===== config.mk =====
export PLATFORM = sky130hd
export DESIGN_NAME = frp_stream_encoder
export DESIGN_NICKNAME = d
export VERILOG_FILES = /design/src/rtl/frp_stream_encoder.sv
export SDC_FILE = /design/constraint.sdc
export NUM_CORES = 1
export LEC_CHECK = 0
export ABC_CLOCK_PERIOD_IN_PS = 18550
export CORE_MARGIN = 2
export CORE_UTILIZATION = 48
export DETAILED_ROUTE_END_ITERATION = 7
export PLACE_DENSITY_LB_ADDON = 0.12
export SLEW_MARGIN = 20
export SYNTH_ARGS = -nofsm -noshare
export SYNTH_HDL_FRONTEND = slang
export SYNTH_SLANG_ARGS = --single-unit

===== constraint.sdc =====
create_clock -name clk -period 18.55 [get_ports clk]
set_input_delay 1.855 -clock clk [delete_from_list [all_inputs] [get_ports clk]]
set_output_delay 1.855 -clock clk [all_outputs]
set_load 0.02 [all_outputs]

===== src/rtl/frp_stream_encoder.sv =====
// Symbol stream encoder: balances pol bits against a running disparity, optional differential rotation.
// First beat one cycle after accept; serial or parallel beats under valid/ready, outputs hold while stalled.
module frp_stream_encoder #(
    parameter int NSYM     = 7,
    parameter int DIFF_ROT = 0
) (
    input  logic              clk,
    input  logic              rst,
    input  logic [2*NSYM-1:0] Tx_Data,
    input  logic              in_valid,
    output logic              in_ready,
    input  logic              par_mode,
    input  logic              rd_clr,
    output logic [NSYM-1:0]   Tx_Flip,
    output logic [NSYM-1:0]   Tx_Rotation,
    output logic [NSYM-1:0]   Tx_Polarity,
    output logic              out_valid,
    input  logic              out_ready,
    output logic              out_last,
    output logic [3:0]        sym_idx
);
    localparam logic signed [1:0] RD_POS   = 2'sb01;
    localparam logic signed [1:0] RD_NEG   = 2'sb11;
    localparam logic [3:0]        LAST_IDX = 4'(NSYM - 1);

    logic [2*NSYM-1:0] data_q, data_d;
    logic              mode_q, mode_d;
    logic [3:0]        idx_q, idx_d;
    logic signed [1:0] rd_q, rd_d;
    logic              prev_rot_q, prev_rot_d;
    logic              valid_q, valid_d;
    logic              last_q, last_d;
    logic [NSYM-1:0]   flip_q, flip_d;
    logic [NSYM-1:0]   rot_q, rot_d;
    logic [NSYM-1:0]   pol_q, pol_d;

    logic              accept, advance, gen;
    logic [2*NSYM-1:0] src;
    logic              src_par;
    logic [3:0]        k;
    logic signed [1:0] rd_w;
    logic              prev_w, flip_s, pol_s, rot_s;
    logic [NSYM-1:0]   flip_v, rot_v, pol_v;

    assign in_ready = ~valid_q | (out_ready & last_q);
    assign accept   = in_valid & in_ready;
    // advance and accept are exclusive: advance needs a non-last beat, which holds in_ready low
    assign advance  = valid_q & out_ready & ~last_q;
    assign gen      = accept | advance;
    assign src      = accept ? Tx_Data : data_q;
    assign src_par  = accept ? par_mode : mode_q;
    assign k        = accept ? 4'd0 : idx_q + 4'd1;

    // Symbol generation: one selected symbol in serial mode, the whole chain in parallel mode
    always_comb begin
        rd_w   = rd_clr ? 2'sb00 : rd_q;
        prev_w = prev_rot_q;
        flip_s = 1'b0;
        pol_s  = 1'b0;
        rot_s  = 1'b0;
        flip_v = '0;
        rot_v  = '0;
        pol_v  = '0;
        for (int i = 0; i < NSYM; i++) begin
            if (src_par || (i == int'(k))) begin
                flip_s = ((rd_w == RD_POS) & src[2*i]) | ((rd_w == RD_NEG) & ~src[2*i]);
                pol_s  = src[2*i] ^ flip_s;
                rot_s  = (DIFF_ROT != 0) ? (src[2*i+1] ^ prev_w) : src[2*i+1];
                prev_w = rot_s;
                rd_w   = pol_s ? (rd_w + RD_POS) : (rd_w - RD_POS);
                if (src_par) begin
                    flip_v[i] = flip_s;
                    rot_v[i]  = rot_s;
                    pol_v[i]  = pol_s;
                end else begin
                    flip_v[0] = flip_s;
                    rot_v[0]  = rot_s;
                    pol_v[0]  = pol_s;
                end
            end
        end
    end

    always_comb begin
        data_d     = data_q;
        mode_d     = mode_q;
        idx_d      = idx_q;
        rd_d       = rd_clr ? 2'sb00 : rd_q;
        prev_rot_d = prev_rot_q;
        valid_d    = valid_q;
        last_d     = last_q;
        flip_d     = flip_q;
        rot_d      = rot_q;
        pol_d      = pol_q;
        if (accept) begin
            data_d = Tx_Data;
            mode_d = par_mode;
        end
        if (gen) begin
            valid_d    = 1'b1;
            last_d     = src_par | (k == LAST_IDX);
            idx_d      = src_par ? 4'd0 : k;
            flip_d     = flip_v;
            rot_d      = rot_v;
            pol_d      = pol_v;
            rd_d       = rd_w;
            prev_rot_d = prev_w;
        end else if (valid_q & out_ready) begin
            valid_d = 1'b0;
            last_d  = 1'b0;
            idx_d   = 4'd0;
            flip_d  = '0;
            rot_d   = '0;
            pol_d   = '0;
        end
    end

    always_ff @(posedge clk or posedge rst) begin
        if (rst) begin
            data_q     <= '0;
            mode_q     <= 1'b0;
            idx_q      <= 4'd0;
            rd_q       <= 2'sb00;
            prev_rot_q <= 1'b0;
            valid_q    <= 1'b0;
            last_q     <= 1'b0;
            flip_q     <= '0;
            rot_q      <= '0;
            pol_q      <= '0;
        end else begin
            data_q     <= data_d;
            mode_q     <= mode_d;
            idx_q      <= idx_d;
            rd_q       <= rd_d;
            prev_rot_q <= prev_rot_d;
            valid_q    <= valid_d;
            last_q     <= last_d;
            flip_q     <= flip_d;
            rot_q      <= rot_d;
            pol_q      <= pol_d;
        end
    end

    assign Tx_Flip     = flip_q;
    assign Tx_Rotation = rot_q;
    assign Tx_Polarity = pol_q;
    assign out_valid   = valid_q;
    assign out_last    = last_q;
    assign sym_idx     = idx_q;

endmodule


==> flow_summary.ini <==
[die]
ioPinCount = 48
dieHeight_um = 87.8
start_util = 0.496
fp.dieW_um = 87.8
rows = 30
die-area_um2 = 7710
core_um2 = 6790

[yosys]
synth_fa_ha_area_frac = 0.0557
synth_top_family_by_area = compound AO/OA/AOI/OAI gates
synthArstFlopShare = 1.00
netlist_area_um2 = 3370
synthMuxAreaShare = 0.0750
yosys_warnings = 0
ys_ff_latch = 44
synth_seq_area_share = 0.327
yosysUniqueCellTypes = 74
synth-xor-area-share = 0.0646
synth_edf_count = 0
netlist_instances = 370
yosys.area_share.simple = 0.169
synth_fp_nets = 405
synth_flop_cell = dfrtp_1
synth_compound_area_frac = 0.257
syn_avg_cell_area_um2 = 9.11

[sta]
rsz0062_at_grt = false
fin_crit_sh = 0.503
worst_pin_slew_ns = 0.936
slew-limit-headroom = 0.373
max_clock_freq_ghz = 0.107
setup_viol = 0
period_needed_ns = 9.32
finalSetupTns_ns = 0
skew_ns = 0.0120
holdWs_ns = 0.488
drv_slew = 0
hold_viol = 0

[drt]
highest_layer = met4
firstDrtPassIters = 7
via_count = 2972
drtIter0Drc = 165
wl_met3_um = 425
wl_met2_mm = 3.82
routedWlPerCell_um = 16.5
met1_length_mm = 3.95
ant_nets = 0
viasPerCell = 5.85
route.detailed.drc = 0
routed_wl_mm = 8.38

[grt]
grt.total_usage = 0.230
grt_pass1_wl_mm = 13.8
antenna_found_initial = 0
grt_max_degree = 45
grt_pass1_vias = 2686
overflow = 0

[critical_path]
cpMaxStageDelayCell = clkdlybuf4s50_1
critPathLaunch = out_ready
worstSetupPathType = input port to flip-flop
worst_path_largest_cell_delay_ns = 0.57
cp.depth = 35
r2r_cells = 35
worstPathRequired_ns = 18.73
r2r-end = Tx_Flip[0]
crit_family = compound AO/OA/AOI/OAI gates
crit_top_cell = ha_1
start_kind = input port
rrSetupSlack_ns = 10.46
worst-path-buf-inv = 5
r2r-start = sym_idx[0]
worstSetupEndpoint = Tx_Flip[0]
end_kind = flip-flop
path_max_fanout = 8
worstPathArrival_ns = 9.50

[clock_tree]
clock_path_buffers = 2
post_cts_buffers = 0
cts_sinks = 44
tritoncts = built
cts-root-buf = clkbuf_8
clk_latency_ns = 0.30
cts_hold_buffers = 0
cts-resized-gates = 0
numCtsBuffers = 5
htree_levels = 2
cts.clk_slew.worst_paths_ns = 0.08

[placed_design]
routabilityCongestion = 0.933
port-buffer-count = 47
dp_cells = 500
hpwl_mm = 6.35

[run]
max-cap-violations = 0

[finish]
fin_nets = 446
drive_gt1_frac = 0.119
utilization = 0.593
area_growth_pct = 19.6
antenna_cells_inserted = 0
fillCellCount = 593
fin_cells = 508

[status]
status = completed

[min_path]
hold_path.class = flip-flop to flip-flop
## cell usage in the layout (no fill, tap or decap), types with 3 or more instances in the layout
master / count
clkdlybuf4s50_1: 47
inv_2: 4
a221oi_1: 4
inv_1: 22
a21oi_1: 8
mux2_2: 10
o21ai_0: 31
mux2i_1: 14
nand2_1: 47
nor3_1: 9
o31ai_2: 3
a22o_1: 9
xor2_1: 3
and2_1: 6
a31oi_1: 4
o211ai_1: 4
or3_1: 4
ha_1: 15
nand2b_1: 7
xnor2_1: 15
clkbuf_8: 5
nor2_1: 18
dfrtp_1: 44
nand3_1: 12
## cells in the mapped netlist (2+ instances only)
master    instances  share of area
o21ai_1           2         0.0030
a31o_2            2         0.0052
a21o_1            2         0.0045
ha_1             15          0.056
dfrtp_1          44           0.33
clkbuf_1          6         0.0067
nor3_1            9          0.013
nand2b_1          7          0.013
a221oi_1          4          0.010
a31oi_1           4         0.0074
o221ai_1          2         0.0052
o21ai_0          31          0.046
xnor2_1          15          0.039
or3_1             4         0.0074
o211a_1           2         0.0059
mux2_2           10          0.033
mux2i_1          14          0.042
a22o_1            9          0.023
nor2_1           18          0.020
a21boi_1          2         0.0045
xor2_1            3         0.0078
o31ai_2           3          0.011
nand3b_1          2         0.0045
buf_2             6         0.0089
a22oi_2           2         0.0074
a211o_1           2         0.0052
nor2b_1           2         0.0037
a21oi_1           8          0.012
and3b_1           2         0.0052
a22oi_1           2         0.0045
and2_1            6          0.011
nand3_1          12          0.018
inv_2             4         0.0045
nand2_1          47          0.052
o211ai_1          4         0.0089
nand2_4           2         0.0067
o22ai_1           2         0.0037
inv_1            23          0.026
## worst min path at each step
stage	startpoint	to	slack [ns]	cells past startpoint
floorplan	data_q[3]	data_q[3]	0.46	2
global placement	Tx_Rotation[3]	Tx_Rotation[3]	0.47	2
detailed placement	Tx_Flip[5]	Tx_Flip[5]	0.47	2
CTS	Tx_Flip[5]	Tx_Flip[5]	0.49	2
global route	Tx_Flip[3]	Tx_Flip[3]	0.52	2
finish	Tx_Flip[1]	Tx_Flip[1]	0.49	2
## sequential cells by signal, summed over array words and instances (netlist names)
name,cells
data_q,14
Tx_Rotation,7
Tx_Flip,7
out_last,1
rd_q,2
sym_idx,4
out_valid,1
Tx_Polarity,7
mode_q,1
## logic make-up after synthesis
logic type      Yosys count
compound gates          107
xor+xnor                 21
fa+ha+maj                15
buf+inv                  42
flops                    44
mux                      24
simple gates            117
## cell type report
type	count	area, um^2	area share
sequential	44	1100	0.273
timing repair buffer	49	485	0.120
tap	96	120	0.0298
clock buffer	5	68.8	0.0171
multi-input combinational	284	2110	0.523
clock inverter	3	46.3	0.0115
inverter	27	101	0.0252
## worst min-delay path, cell delays in order (launching register included)
cell and delay, ns:
dfrtp_1 0.35, nand2_1 0.05, o21ai_0 0.06
## stage by stage
step / setup WS [ns] / instance area (um^2)
after global placement: 9.29 / 3910
after global routing: 8.61 / 4030
after floorplan: 10.29 / 3370
after detailed placement: 9.02 / 3910
after CTS: 9.29 / 4020
final: 9.23 / 4030
## routing by layer
metal,global-route usage,up-vias
li1,-,1431
met4,0.0601,0
met2,0.353,93
met1,0.339,1432
met5,0,-
met3,0.0339,16
Power is not shown: default switching activity piles up to over one toggle a cycle in this logic, so the estimate is an artifact.
